<file path="src/rtl/display_scan_ctrl.sv">
// Multiplexed 4-digit 7-segment scan sequencer: per-slot blanking, then an
// active interval with 3-bit PWM brightness and per-digit blink.

module scan_lane #(
  parameter int IDX = 0
) (
  input  logic       Clock,
  input  logic       Reset_n,
  input  logic       lit,
  input  logic [1:0] sel,
  output logic       anode_n
);
  always_ff @(posedge Clock or negedge Reset_n)
    if (!Reset_n) anode_n <= 1'b1;
    else          anode_n <= ~(lit && (sel == 2'(IDX)));
endmodule

module display_scan_ctrl #(
  parameter int DIGIT_TICKS = 250000,
  parameter int BLANK_TICKS = 2500,
  parameter int BLINK_TICKS = 25000000
) (
  input  logic       Clock,
  input  logic       Reset_n,
  input  logic [6:0] seg0,
  input  logic [6:0] seg1,
  input  logic [6:0] seg2,
  input  logic [6:0] seg3,
  input  logic       enable,
  input  logic [2:0] brightness,
  input  logic [3:0] blink_mask,
  output logic [3:0] anode,
  output logic [6:0] segments,
  output logic [1:0] digit_sel,
  output logic       slot_start
);
  localparam int ACTIVE_TICKS = DIGIT_TICKS - BLANK_TICKS;
  localparam int CW = $clog2(DIGIT_TICKS);
  localparam int BW = (BLINK_TICKS > 1) ? $clog2(BLINK_TICKS) : 1;
  localparam logic [CW-1:0] BLANK_LAST = CW'(BLANK_TICKS - 1);
  localparam logic [CW-1:0] ACT_LAST   = CW'(ACTIVE_TICKS - 1);
  localparam logic [BW-1:0] BLINK_LAST = BW'(BLINK_TICKS - 1);

  typedef enum logic [1:0] {IDLE, BLANK, ACTIVE} state_t;

  typedef struct packed {
    logic [6:0] seg;
    logic [2:0] bright;
    logic       blink;
    logic       hidden;
  } cap_t;

  state_t          state, state_nxt;
  logic [CW-1:0]   cnt, cnt_nxt;
  logic [2:0]      pwm, pwm_nxt;
  logic [1:0]      dsel_nxt;
  logic            start_nxt;
  logic            enter_act;
  cap_t            cap, cap_live, cap_nxt;
  logic [BW-1:0]   bcnt;
  logic            hidden;
  logic            lit_nxt;
  logic [6:0]      seg_nxt;
  logic [3:0][6:0] seg_arr;

  assign seg_arr = {seg3, seg2, seg1, seg0};

  // Blink phase runs from reset regardless of enable, so blinking stays
  // in step with wall time rather than with scan restarts.
  always_ff @(posedge Clock or negedge Reset_n)
    if (!Reset_n) begin
      bcnt   <= '0;
      hidden <= 1'b0;
    end else if (bcnt == BLINK_LAST) begin
      bcnt   <= '0;
      hidden <= ~hidden;
    end else begin
      bcnt   <= bcnt + 1'b1;
    end

  always_ff @(posedge Clock or negedge Reset_n)
    if (!Reset_n) begin
      state      <= IDLE;
      cnt        <= '0;
      pwm        <= '0;
      digit_sel  <= 2'd0;
      slot_start <= 1'b0;
      segments   <= 7'h7F;
      cap        <= '0;
    end else begin
      state      <= state_nxt;
      cnt        <= cnt_nxt;
      pwm        <= pwm_nxt;
      digit_sel  <= dsel_nxt;
      slot_start <= start_nxt;
      segments   <= seg_nxt;
      cap        <= cap_nxt;
    end

  always_comb begin
    state_nxt = state;
    cnt_nxt   = cnt;
    pwm_nxt   = pwm;
    dsel_nxt  = digit_sel;
    start_nxt = 1'b0;
    if (!enable) begin
      state_nxt = IDLE;
      cnt_nxt   = '0;
      pwm_nxt   = '0;
      dsel_nxt  = 2'd0;
    end else begin
      case (state)
        IDLE: begin
          state_nxt = BLANK;
          cnt_nxt   = '0;
          dsel_nxt  = 2'd0;
          start_nxt = 1'b1;
        end
        BLANK: begin
          if (cnt == BLANK_LAST) begin
            state_nxt = ACTIVE;
            cnt_nxt   = '0;
            pwm_nxt   = '0;
          end else begin
            cnt_nxt   = cnt + 1'b1;
          end
        end
        ACTIVE: begin
          if (cnt == ACT_LAST) begin
            state_nxt = BLANK;
            cnt_nxt   = '0;
            dsel_nxt  = digit_sel + 2'd1;
            start_nxt = 1'b1;
          end else begin
            cnt_nxt   = cnt + 1'b1;
            pwm_nxt   = pwm + 3'd1;
          end
        end
        default: begin
          state_nxt = IDLE;
          cnt_nxt   = '0;
          dsel_nxt  = 2'd0;
        end
      endcase
    end
  end

  // Inputs are sampled only on the BLANK->ACTIVE edge; the first active
  // cycle already needs them, so the live values bypass the capture reg.
  assign enter_act = (state == BLANK) && (state_nxt == ACTIVE);
  assign cap_live  = '{seg:    seg_arr[digit_sel],
                       bright: brightness,
                       blink:  blink_mask[digit_sel],
                       hidden: hidden};
  assign cap_nxt   = enter_act ? cap_live : cap;

  always_comb begin
    lit_nxt = 1'b0;
    seg_nxt = 7'h7F;
    if (state_nxt == ACTIVE && !(cap_nxt.blink && cap_nxt.hidden)) begin
      seg_nxt = cap_nxt.seg;
      lit_nxt = (pwm_nxt <= cap_nxt.bright);
    end
  end

  for (genvar i = 0; i < 4; i++) begin : g_lane
    scan_lane #(.IDX(i)) u_lane (
      .Clock   (Clock),
      .Reset_n (Reset_n),
      .lit     (lit_nxt),
      .sel     (dsel_nxt),
      .anode_n (anode[i])
    );
  end
endmodule
</file>
<file path="config.mk">
export PLATFORM = sky130hd
export DESIGN_NAME = display_scan_ctrl
export DESIGN_NICKNAME = d
export VERILOG_FILES = /design/src/rtl/display_scan_ctrl.sv
export SDC_FILE = /design/constraint.sdc
export NUM_CORES = 1
export LEC_CHECK = 0
export CAP_MARGIN = 20
export CORE_MARGIN = 8
export CORE_UTILIZATION = 40
export CTS_CLUSTER_SIZE = 16
export DETAILED_ROUTE_END_ITERATION = 6
export GPL_ROUTABILITY_DRIVEN = 0
export PLACE_DENSITY = 0.62
export SYNTH_ARGS = -nofsm -noshare
export SYNTH_HDL_FRONTEND = slang
export SYNTH_SLANG_ARGS = --single-unit
</file>
<file path="constraint.sdc">
create_clock -name Clock -period 3.7 [get_ports Clock]
set_input_delay 1.11 -clock Clock [delete_from_list [all_inputs] [get_ports Clock]]
set_output_delay 1.11 -clock Clock [all_outputs]
set_load 0.01 [all_outputs]
</file>
---- Word-level counts from Yosys, hierarchy flattened ----
Index checks and enable logic that the tools add are counted.
storage, ports and cells
  logic and storage cells ................. 72
  output and inout bits ................... 14
  bits in registers ....................... 75
cells by class
  magnitude comparators ................... 2
  bitwise gates (word level) .............. 5
  add/subtract/negate cells ............... 4
  equality and inequality tests ........... 9
  muxes and demuxes ....................... 26
  reductions and logical operators ........ 10
operators by type and width
  operator                                                                  number
  18-bit two-way mux                                                        3
  18-bit one-hot mux with 2 select lines                                    1
  25-bit by 1-bit adder with 25-bit output (second input constant)          1
  25-bit equality test (second input constant)                              1
  25-bit two-way mux                                                        1
  18-bit by 1-bit adder with 18-bit output (second input constant)          1
  18-bit by 12-bit equality test with 1-bit output (second input constant)  1
  18-bit equality test (second input constant)                              1
  7-bit binary-select mux with 2-bit select                                 1
  7-bit two-way mux                                                         2
  12-bit two-way mux                                                        1
  2-bit two-way mux                                                         5
  3-bit two-way mux                                                         3
  2-bit equality test (second input constant)                               4
  1-bit logical AND                                                         7
  2-bit one-hot mux with 3 select lines                                     1
  3-bit one-hot mux with 2 select lines                                     1
  1-bit inverter                                                            5
  2-bit by 1-bit equality test with 1-bit output (second input constant)    2
  2-bit logical NOT                                                         2
  1-bit two-way mux                                                         4
  2-bit one-hot mux with 2 select lines                                     1
  3-bit by 1-bit adder with 3-bit output (second input constant)            1
  3-bit less-or-equal comparator                                            1
  5 further kinds                                                           5

---- Logic depth before layout (Yosys ltp) ----
Gate-level depths: netlist (run 1).
  word-level depth ........................ 13
  mapped depth ............................ 14

---- By module ----
Synthesis (run 1) repeated with hierarchy kept, for this count alone.
unflattened totals
  cell total of the unflattened synthesis .. 351
  area total of the unflattened synthesis .. 3817.4 µm²
modules (own cells, without submodules)
  module                             cells an instance  area an instance (µm²)  seq. area each (µm²)  times used
  display_scan_ctrl                  343                3683.5                  1785.5                1
  scan_lane at g_lane[1].u_lane ...  2                  33.8                    26.3                  2
  scan_lane at g_lane[0].u_lane      2                  35.0                    26.3                  1
  scan_lane at g_lane[3].u_lane      2                  31.3                    26.3                  1

---- Worst setup path before layout (run 1) ----
OpenSTA, ideal clock, no wires.
  path type ............................... register -> register
  start point ............................. register cnt[4]
  end point ............................... register g_lane[0].u_lane.anode_n
  arrival time ............................ 3172 ps
  period minus slack after synthesis ...... 3262 ps
  required time ........................... 3610 ps
  stages on the path, launching flop included .. 13
  slack ................................... 438 ps
  library setup time ...................... 90 ps
  cells stage by stage .................... dfrtp_1 or4_4 nor4_4 a311oi_4 o211ai_4 buf_12 mux2i_1 ha_1 nor2b_1 o21a_1 o21ai_0 o21a_1 nand4bb_1
between the ends
  word-level cells in the longest chain between the ends .. 13
ends and longest elaborated chain
  what                                                                                     RTL line  text
  start, declared                                                                          54        logic [CW-1:0] cnt, cnt_nxt;
  start signal, assigned                                                                   92        cnt <= cnt_nxt;
  parallel branches: the longest is 11 deep, another holds 3-bit less-or-equal comparator  --
  1-bit logical AND (*)                                                                    15        else anode_n <= ~(lit && (sel == 2'(IDX)));
  1-bit inverter (*)                                                                       15
  end signal, assigned                                                                     15
  end, declared                                                                            11        output logic anode_n
Mark *: on every way between the ends.
A chain may end at the register's enable or synchronous reset.

---- Final worst setup path (run 1) ----
  start point ............................. input port enable
  end point ............................... register g_lane[2].u_lane.anode_n
between the ends
  word-level cells in the longest chain between the ends .. 10
ends and longest elaborated chain
  what                                                                                    RTL line  text
  start, declared                                                                         29        input logic enable,
  parallel branches: the longest is 8 deep, another holds 3-bit less-or-equal comparator  --
  1-bit logical AND (*)                                                                   15
  1-bit inverter (*)                                                                      15
  end signal, assigned                                                                    15
  end, declared                                                                           11
Marks and branches as above.

==> impl_results.md, run 1 <==
- Status: completed
- Total Nets Final: 461
- Hold slack final: 0.470 ns
- Mean instance size in the synthesized netlist: 11.2 um^2
- Detailed-router iteration count before antenna repair: 4
- Cell leakage power: 0.00205 uW
- Starting Density: 0.412
- Clock Root Buffer: sky130_fd_sc_hd__clkbuf_8
- Max-cap violation count: 0
- Setup-failing EPs final: 0
- Final period utilization: 0.931
- Sort of element at the end of the critical path: register
- Setup repair after global routing missed its margin: no
- Fraction of layout cells with a size suffix above 1: 0.167
- Sink of the worst hold path: bcnt[4]
- Endpoint of the worst-slack reg-to-reg timing path: g_lane[2].u_lane.anode_n
- Worst Setup Path Type: input pin to register
- Vias/cell: 5.27
- Cell with the most instances after synthesis: sky130_fd_sc_hd__dfrtp_1
- Count of antenna diodes in the layout: 0
- Overall power of the completed layout: 1720 uW
- Number of buffers on the longest clock path: 2
- Post-detailed-placement half-perimeter wirelength: 6240 um
- Post-synthesis sequential element count: 75
- Hold bufs inserted after CTS: 0
- Arrival time at the worst endpoint: 3.69 ns
- Worst slew margin relative to its limit: 0.367
- Critical-path maximum fanout: 7
- Clk_skew: 0.0120 ns
- Sort of element at the start of the critical path: input pin
- Congestion Overflow GR: 0
- Initial antenna violation count: 0
- WL/cell: 15.9 um
- Largest area contributor in the synthesized netlist: sky130_fd_sc_hd__dfrtp_1
- Startpoint of the most critical hold path: bcnt[4]
- Area of the multi-input gates: 1990 um^2
- Number of enable flip-flop cells after synthesis: 0
- Largest net degree at the start of global routing: 76
- Chip width: 116 um
- Type of the most critical hold path: register to register
- Number of fill cells: 902
- Number of endpoints with negative hold slack in the final report: 0
- Clock sinks: 75
- Measured slew at the worst slew-check pin: 0.950 ns
- Maximum clock frequency: 290 MHz
- Fraction of registers with async set/reset: 1.00
- Die outline area: 13500 um^2
- Placeable core region: 9730 um^2
- Number of DRC markers after the initial detailed-route iteration: 123
- PwrDens: 353 nW/um^2
- Die height: 116 um
- Port Buffer Count: 51
- Number of cells on the worst reg-to-reg path: 11
- Netlist Area Pre-Place: 4010 um^2
- Number of levels in the clock H-tree: 3
- Number of global-route vias before repair: 3030
- Register area: 1890 um^2
- Worst hold stages: 1
- Register clock-pin slew on the reported worst setup and hold paths: 0.08 ns
- Biggest area contributors in the synthesized netlist: sky130_fd_sc_hd__dfrtp_1, sky130_fd_sc_hd__dfstp_2, sky130_fd_sc_hd__mux4_2
- Post-cts resize count: 0
- Buffers inserted during post-CTS setup optimization: 0
- Number of buffers added by the clock tree synthesis step: 9
- Top-level port count: 52
- Register-to-register setup slack: 0.32 ns
- Number of different library cells in the post-synthesis netlist: 60
- Wire length of the first global-routing pass: 14900 um
- Number of slew-limit violations in the final report: 0
- Post-route setup TNS: 0 ns
- Total vias in the final route: 2902
- Area share of the largest cell type after synthesis: 0.400
- TritonCTS clock tree: done
- Area Growth Syn to Fin: 21.8%
- DR DRC count: 0
- Global Route Usage Sum: 0.142
- Minimum clock period after layout: 3.44 ns
- Clock latency at the later pin of the worst-skew pair: 0.35 ns
- Overall routed net length: 8780 um
- Main flop type after synthesis: sky130_fd_sc_hd__dfrtp_1
- Required time of the worst setup path: 3.95 ns
- Synthesized instance count: 359
- Net Count, Synth: 407
- Startpoint of the most critical register-to-register path: cnt[4]
- Most frequent cells after synthesis: sky130_fd_sc_hd__dfrtp_1, sky130_fd_sc_hd__nor2_1, sky130_fd_sc_hd__nand3_1
- Highest ir drop seen on vdd: 253 uV
- Fraction of the yosys area taken by sequential cells: 0.472
- Num rows: 36
- Post-route antenna net violation count: 0
- Syn. warnings: 0
-- worst max path at each step --
stage,slack (ns),end,cells after the start,from
global route,0.08,g_lane[3].u_lane.anode_n,12,enable
CTS,0.26,g_lane[2].u_lane.anode_n,12,enable
finish,0.26,g_lane[2].u_lane.anode_n,12,enable
detailed placement,-0.08,g_lane[2].u_lane.anode_n,12,enable
global placement,-0.0001,g_lane[0].u_lane.anode_n,12,enable
floorplan,0.44,g_lane[0].u_lane.anode_n,12,cnt[4]
-- metal layers --
layer	track usage	part of all wire	wire length, um	vias up
met5	0	0	0	-
met4	0.0527	0.017	146	0
met3	0.0380	0.042	371	13
met2	0.236	0.50	4360	52
met1	0.173	0.44	3900	1442
li1	-	-	-	1395
-- layout by cell type, fill, tap and decap left out, drive strengths merged, types with 9 or more instances in the layout --
master / n
dfstp: 11
dfrtp: 64
nand4: 10
mux2: 12
mux2i: 10
o21ai: 9
nand2: 25
ha: 10
xor2: 16
nand3: 32
clkbuf: 10
buf: 9
nor2: 34
clkdlybuf4s50: 50
xnor2: 20
and3: 13
-- final cells by class --
class                           count  share of cell area
Inverter                            5             0.00385
Multi-Input combinational cell    263               0.409
Clock inverter                      6              0.0233
Sequential cell                    75               0.387
Timing Repair Buffer               59               0.116
Clock buffer                       10              0.0262
Tap cell                          133              0.0341
-- registers in the layout (all words and copies together), names as in the netlist --
name	count
digit_sel	2
g_lane.u_lane.anode_n	4
state	2
pwm	3
cap	12
bcnt	25
cnt	18
hidden	1
slot_start	1
segments	7
-- worst max-delay path, cell delays in order --
cell and delay [ns]:
sky130_fd_sc_hd__clkdlybuf4s50_1 0.58, sky130_fd_sc_hd__nor2b_1 0.20, sky130_fd_sc_hd__nand2_1 0.11, sky130_fd_sc_hd__o31ai_4 0.25
sky130_fd_sc_hd__o211ai_4 0.14, sky130_fd_sc_hd__mux2i_1 0.14, sky130_fd_sc_hd__ha_1 0.29, sky130_fd_sc_hd__nor2b_1 0.13
sky130_fd_sc_hd__o21a_1 0.15, sky130_fd_sc_hd__o21ai_0 0.21, sky130_fd_sc_hd__o21a_1 0.24, sky130_fd_sc_hd__nand4b_1 0.13
-- cells by family (layout without fill, tap and decap cells) --
logic type,count (synthesis),after routing,share of synthesized area
buffers and inverters,21,80,0.0303
multiplexers,30,30,0.111
XOR/XNOR,36,36,0.0787
AND/OR/NAND/NOR,157,157,0.213
AO/OA/AOI/OAI,30,30,0.0634
flip-flops,75,75,0.472
adder cells (fa/ha/maj),10,10,0.0312
-- report_power, final --
part	switching, uW	internal, uW
clock network	310	449
registers	3.54	823
logic	69.4	66.7
total	383	1340
-- through the flow --
step	area [um^2]	util	cells	setup slack [ns]
2_1_floorplan	4010	-	359	0.438
3_5_place_dp	4640	0.477	535	-0.0827
5_1_grt	4880	0.502	551	0.0772
3_3_place_gp	4640	0.477	535	-0.000135
4_1_cts	4880	0.502	551	0.261
6_report	4880	0.502	551	0.255
Note: power is estimated with default switching activity, not from simulation.
==> run 2, diff against run 1 <==
- SKIP_LAST_GASP: default -> 1
==> results of run 2 <==
The final DEF is identical to that of run 1; final timing and power are the same.
